### src/rtl/mips_multicycle_control.sv
// mips_multicycle_control: multi-cycle MIPS main controller FETCH/DECODE/EXEC/MEM/WB with mem handshake, trap and retire count
module mips_multicycle_control #(
  parameter int MEM_TIMEOUT = 16,
  parameter int TMO_W       = 5,
  parameter int RETIRE_W    = 32
) (
  input  logic                clk_i,
  input  logic                reset_i,
  input  logic [5:0]          opcode_i,
  input  logic [5:0]          func_i,
  input  logic                zero_i,
  input  logic                mem_ready_i,
  output logic [1:0]          in1_mux_o,
  output logic                in2_mux_o,
  output logic [3:0]          alu_op_o,
  output logic                ir_write_o,
  output logic                pc_write_o,
  output logic [1:0]          pc_src_o,
  output logic                iord_o,
  output logic                mem_req_o,
  output logic                mem_we_o,
  output logic                reg_write_o,
  output logic [1:0]          reg_dst_o,
  output logic [1:0]          wb_src_o,
  output logic                trap_o,
  output logic [RETIRE_W-1:0] retired_o
);
  typedef enum logic [2:0] {FETCH, DECODE, EXEC, MEM, WB, TRAP} state_t;
  localparam logic [3:0] C_ILL = 4'd0, C_R = 4'd1, C_JR = 4'd2, C_I = 4'd3, C_BEQ = 4'd4,
                         C_BNE = 4'd5, C_LW = 4'd6, C_SW = 4'd7, C_J = 4'd8, C_JAL = 4'd9;
  state_t state_q, state_d;
  logic [TMO_W-1:0] tmo_q, tmo_d, tmo_inc;
  logic [RETIRE_W-1:0] retired_q, retired_d;
  logic [6:0] alu_q, alu_d, dec_alu, alu_out;
  logic [3:0] cls;
  logic retire, tmo_hit, br;
  assign tmo_inc = tmo_q + TMO_W'(1);
  assign tmo_hit = tmo_inc == TMO_W'(MEM_TIMEOUT);
  assign br = cls == C_BEQ || cls == C_BNE || cls == C_JR;
  assign {in1_mux_o, in2_mux_o, alu_op_o} = alu_out;
  assign retired_o = retired_q;
  assign retired_d = retired_q + RETIRE_W'(retire);
  // Instruction class and ALU controls {in1Mux, in2Mux, aluOp} from the held IR fields
  always_comb begin
    cls = C_ILL;
    dec_alu = '0;
    case (opcode_i)
      6'h00: begin
        cls = C_R;
        case (func_i)
          6'h00: dec_alu = 7'b00_1_0000;
          6'h02: dec_alu = 7'b00_1_0001;
          6'h03: dec_alu = 7'b00_1_0010;
          6'h04: dec_alu = 7'b00_0_0011;
          6'h06: dec_alu = 7'b00_0_0100;
          6'h07: dec_alu = 7'b00_0_0101;
          6'h08: cls = C_JR;
          6'h20, 6'h21: dec_alu = 7'b00_0_0110;
          6'h22, 6'h23: dec_alu = 7'b00_0_0111;
          6'h24: dec_alu = 7'b00_0_1000;
          6'h25: dec_alu = 7'b00_0_1001;
          6'h26: dec_alu = 7'b00_0_1010;
          6'h27: dec_alu = 7'b00_0_1011;
          6'h2a: dec_alu = 7'b00_0_1100;
          6'h2b: dec_alu = 7'b00_0_1101;
          default: cls = C_ILL;
        endcase
      end
      6'h02: cls = C_J;
      6'h03: cls = C_JAL;
      6'h04: {cls, dec_alu} = {C_BEQ, 7'b00_0_0111};
      6'h05: {cls, dec_alu} = {C_BNE, 7'b00_0_0111};
      6'h08, 6'h09: {cls, dec_alu} = {C_I, 7'b01_0_0110};
      6'h0a: {cls, dec_alu} = {C_I, 7'b01_0_1100};
      6'h0b: {cls, dec_alu} = {C_I, 7'b01_0_1101};
      6'h0c: {cls, dec_alu} = {C_I, 7'b10_0_1000};
      6'h0d: {cls, dec_alu} = {C_I, 7'b10_0_1001};
      6'h0e: {cls, dec_alu} = {C_I, 7'b10_0_1010};
      6'h0f: {cls, dec_alu} = {C_I, 7'b10_0_1110};
      6'h23: {cls, dec_alu} = {C_LW, 7'b01_0_0110};
      6'h2b: {cls, dec_alu} = {C_SW, 7'b01_0_0110};
      default: cls = C_ILL;
    endcase
  end
  // Next state, timeout, retire and per-state strobes; reset forces every strobe low
  always_comb begin
    state_d = state_q;
    tmo_d = '0;
    alu_d = alu_q;
    retire = 1'b0;
    alu_out = '0;
    ir_write_o = 1'b0;
    pc_write_o = 1'b0;
    pc_src_o = 2'b00;
    iord_o = 1'b0;
    mem_req_o = 1'b0;
    mem_we_o = 1'b0;
    reg_write_o = 1'b0;
    reg_dst_o = 2'b00;
    wb_src_o = 2'b00;
    trap_o = 1'b0;
    case (state_q)
      FETCH: begin
        mem_req_o = 1'b1;
        ir_write_o = mem_ready_i;
        pc_write_o = mem_ready_i;
        tmo_d = mem_ready_i ? '0 : tmo_inc;
        state_d = mem_ready_i ? DECODE : tmo_hit ? TRAP : FETCH;
      end
      DECODE: begin
        alu_d = '0;
        pc_write_o = cls == C_J;
        pc_src_o = cls == C_J ? 2'b10 : 2'b00;
        retire = cls == C_J;
        state_d = cls == C_J ? FETCH : cls == C_JAL ? WB : cls == C_ILL ? TRAP : EXEC;
      end
      EXEC: begin
        alu_out = dec_alu;
        alu_d = dec_alu;
        pc_write_o = cls == C_BEQ ? zero_i : cls == C_BNE ? ~zero_i : cls == C_JR;
        pc_src_o = cls == C_JR ? 2'b11 : br ? 2'b01 : 2'b00;
        retire = br;
        state_d = br ? FETCH : (cls == C_LW || cls == C_SW) ? MEM : WB;
      end
      MEM: begin
        alu_out = alu_q;
        mem_req_o = 1'b1;
        iord_o = 1'b1;
        mem_we_o = cls == C_SW;
        tmo_d = mem_ready_i ? '0 : tmo_inc;
        retire = mem_ready_i && cls == C_SW;
        state_d = mem_ready_i ? (cls == C_SW ? FETCH : WB) : tmo_hit ? TRAP : MEM;
      end
      WB: begin
        alu_out = alu_q;
        reg_write_o = 1'b1;
        reg_dst_o = cls == C_JAL ? 2'b10 : cls == C_R ? 2'b01 : 2'b00;
        wb_src_o = cls == C_JAL ? 2'b10 : cls == C_LW ? 2'b01 : 2'b00;
        retire = 1'b1;
        state_d = FETCH;
      end
      TRAP: trap_o = 1'b1;
      default: state_d = FETCH;
    endcase
    if (reset_i)
      {alu_out, ir_write_o, pc_write_o, pc_src_o, iord_o, mem_req_o, mem_we_o,
       reg_write_o, reg_dst_o, wb_src_o, trap_o} = '0;
  end
  // State, timeout counter, latched ALU controls and retired count
  always_ff @(posedge clk_i) begin
    if (reset_i) begin
      state_q <= FETCH;
      tmo_q <= '0;
      alu_q <= '0;
      retired_q <= '0;
    end else begin
      state_q <= state_d;
      tmo_q <= tmo_d;
      alu_q <= alu_d;
      retired_q <= retired_d;
    end
  end
endmodule

### config.mk
export PLATFORM = sky130hd
export DESIGN_NAME = mips_multicycle_control
export DESIGN_NICKNAME = d
export VERILOG_FILES = /design/src/rtl/mips_multicycle_control.sv
export SDC_FILE = /design/constraint.sdc
export NUM_CORES = 1
export LEC_CHECK = 0
export BUFFER_PORTS_ARGS = -buffer_cell sky130_fd_sc_hd__buf_4
export CAP_MARGIN = 0
export CORE_MARGIN = 5
export CORE_UTILIZATION = 49
export DETAILED_ROUTE_END_ITERATION = 6
export PLACE_DENSITY_LB_ADDON = 0.3
export SYNTH_ARGS = -nofsm -noshare
export SYNTH_HDL_FRONTEND = slang
export SYNTH_SLANG_ARGS = --single-unit
### constraint.sdc
create_clock -name clk_i -period 4 [get_ports clk_i]
set_input_delay 1.2 -clock clk_i [delete_from_list [all_inputs] [get_ports clk_i]]
set_output_delay 1.2 -clock clk_i [all_outputs]
set_load 0.005 [all_outputs]
==> flow_metrics.env <==
export IMPL_fin_worst_skew_ns=0.008498
export IMPL_path_max_fanout=4
export IMPL_endpoint_kind="output pin"
export IMPL_p_seq_frac=0.476
export IMPL_max_freq_mhz=246.0
export IMPL_ant_nets=0
export IMPL_area_sequential_um2=940.9
export IMPL_yosys_area_top_type="dfxtp_1"
export IMPL_multi_input_area_um2=1962
export IMPL_grt_pass1_wl_um=12630
export IMPL_clkSlewWorstSetupHoldPaths_ns=0.09
export IMPL_drt_iter0_markers=154
export IMPL_layout_min_cycle_time_ns=4.064
export IMPL_startpoint_type="input port"
export IMPL_coreArea_um2=5886
export IMPL_crit_required_ns=2.80
export IMPL_gp_congestion=0.9183
export IMPL_slew_headroom=0.5361
export IMPL_final_fill_count=513
export IMPL_cts_tree="built"
export IMPL_insertion_delay_ns=0.30
export IMPL_antenna_found_initial=0
export IMPL_powerDensity_nw_per_um2=271.4
export IMPL_cts_root_buf="clkbuf_8"
export IMPL_core_rowCount=28
export IMPL_synthTopCellsByCount="nor2_1 (55), dfxtp_1 (47), a21oi_1 (31)"
export IMPL_fin_util=0.6533
export IMPL_timing_final_ws_setup_ns=-0.06423
export IMPL_synth_seq_cells=47
export IMPL_syn_nets=412
export IMPL_grt_pass1_vias=2773
export IMPL_cellInternalPower_w=0.0007460
export IMPL_die_h_um=87.60
export IMPL_p_leak_nw=1.520
export IMPL_cts_hold_fix_buffers=0
export IMPL_swShare=0.2852
export IMPL_finalNetCount=485
export IMPL_yosysWarnings=0
export IMPL_initial_core_util=0.5013
export IMPL_ir_worst_vdd_uv=195.8
export IMPL_antenna_cells=0
export IMPL_synth_cells=393
export IMPL_drv_cap=0
export IMPL_grt_overflow=0
export IMPL_syn_to_final_growth_pct=30.32
export IMPL_drc=0
export IMPL_min_period_over_period=1.016
export IMPL_synth_ff_type="dfxtp_1"
export IMPL_violations="negative setup slack"
export IMPL_crit_arrival_ns=2.86
export IMPL_syn_cell_area_um2=2950
export IMPL_ios=68
export IMPL_die_area_um2=7673
export IMPL_synth_most_common_cell="nor2_1"
export IMPL_async_reset_ff_frac=0
export IMPL_power_total_w=0.001044
export IMPL_comb_power_share=0.184
export IMPL_rsz0062_at_grt="true"
export IMPL_cts_buffers=5
export IMPL_hold_viol=0
export IMPL_cts_buffer_depth=2
export IMPL_synthTopCellsByArea="dfxtp_1 (32%), nor2_1 (7.0%), xor2_1 (6.8%)"
export IMPL_dr_total_vias=3140
export IMPL_synth_edf_count=0
export IMPL_firstDrtPassIters=5
export IMPL_hpwl_um=5737
export IMPL_avgSynthCellArea_um2=7.507
export IMPL_track_usage=0.2003
export IMPL_cts_sinks=47
export IMPL_hp_class="reg -> reg"
export IMPL_slew_viol_final=0
export IMPL_grt_max_degree=52
export IMPL_avgViaCountPerCell=5.793
export IMPL_p_switching_w=0.0002977
export IMPL_ys_seq_area_frac=0.3189
export IMPL_synth_cell_type_count=57
export IMPL_wl_per_cell_um=14.32
export IMPL_tns_ns=-0.1865
export IMPL_clkPwrFrac=0.340
export IMPL_worst_setup_path_type="in -> out"
export IMPL_worstMarginPinSlew_ns=0.6906
export IMPL_port_buffers=67
export IMPL_setup_viol=5
export IMPL_drt_total_wl_um=7764
export IMPL_h_tree_depth=2
export IMPL_die_w_um=87.60
export IMPL_drive_above_1_share=0.2677
export IMPL_outcome="finished, violations left"
export IMPL_yosysTopAreaCellShare=0.3189
power groups by stage:
stage	logic [W]	clock network, W	registers [W]
final	0.000192	0.000355	0.000497
after global routing	0.000210	0.000388	0.000500
after CTS	0.000188	0.000362	0.000496
after detailed placement	0.000181	0	0.000507
after global placement	0.000178	0	0.000506
after floorplan	0.000128	0	0.000493
cell usage in the layout, fill, tap and decap left out, types with 3 or more instances in the layout:
| master | count |
|---|---|
| nor4_1 | 4 |
| or3_1 | 7 |
| nand3_1 | 14 |
| xor2_1 | 23 |
| nor3_1 | 15 |
| nand2b_1 | 9 |
| nor2_2 | 3 |
| and3_1 | 6 |
| nand4_1 | 17 |
| ha_1 | 3 |
| buf_6 | 3 |
| o22ai_1 | 3 |
| dfxtp_1 | 47 |
| a21oi_1 | 29 |
| clkbuf_8 | 5 |
| o21ai_0 | 13 |
| nor2b_1 | 10 |
| nand2_1 | 29 |
| nor3b_1 | 4 |
| a22oi_1 | 3 |
| nor2_1 | 52 |
| or2_2 | 5 |
| o31ai_1 | 3 |
| buf_4 | 87 |
| xnor2_1 | 10 |
| inv_1 | 12 |
| o32ai_1 | 3 |
| and2_1 | 3 |
final timing paths:
path                                  start       endpoint  slack, ns  cells after the start
worst min-delay path               alu_q[6]       alu_q[6]       0.46                      2
worst max-delay path            opcode_i[5]     pc_write_o      -0.06                      7
worst min register to register     alu_q[6]       alu_q[6]       0.46                      2
worst max register to register   state_q[0]  retired_o[27]       1.34                     13
per-layer routing:
metal	up-vias	wire, um	track usage
li1	1545	-	-
met1	1454	3277	0.2618
met2	123	3732	0.3315
met3	18	562	0.02634
met4	0	193	0.08508
met5	-	0	0
cell families (layout without fill, tap and decap cells):
logic type      count (synthesis)  in the layout  share of synthesized area
buf+inv                        36            110                    0.04750
flops                          47             47                     0.3189
mux                             2              2                   0.007209
compound gates                 76             76                     0.1646
simple gates                  196            196                     0.3511
xor+xnor                       33             33                    0.09796
fa+ha+maj                       3              3                    0.01272
cell type report:
cell class / count / area share
Multi-Input combinational cell: 310 / 0.5102
Sequential cell: 47 / 0.2447
Timing Repair Buffer: 90 / 0.1787
Tap cell: 75 / 0.02441
Clock buffer: 5 / 0.01790
Clock inverter: 3 / 0.01237
Inverter: 12 / 0.01171
through the flow:
step | cell area [um2] | hold WS (ns) | std cells | setup slack, ns
floorplan | 2950 | 0.4366 | 393 | 0.1207
detailed placement | 3610 | 0.4485 | 532 | -0.3529
global route | 3845 | 0.4839 | 542 | -0.08629
CTS | 3796 | 0.4615 | 541 | -0.05509
global placement | 3610 | 0.4414 | 532 | -0.2925
finish | 3845 | 0.4606 | 542 | -0.06423
worst max-delay path: stages:
cell	delay, ns
buf_6	0.09
or4_4	0.52
or2_4	0.29
nor3b_4	0.27
nor2_2	0.09
o41ai_2	0.23
buf_4	0.17
state kept, by name (all words and copies together), names as in the netlist:
name	flops
state_q	3
retired_o	32
tmo_q	5
alu_q	7
what timing repair did:
action | 4_1_cts | 5_1_grt
gates resized for setup | 12 | 10
buffers inserted | 1 | 1
pin swaps | 8 | 5
setup endpoints to repair | 8 | 8
No activity file was read; power rests on OpenSTA's default activity.
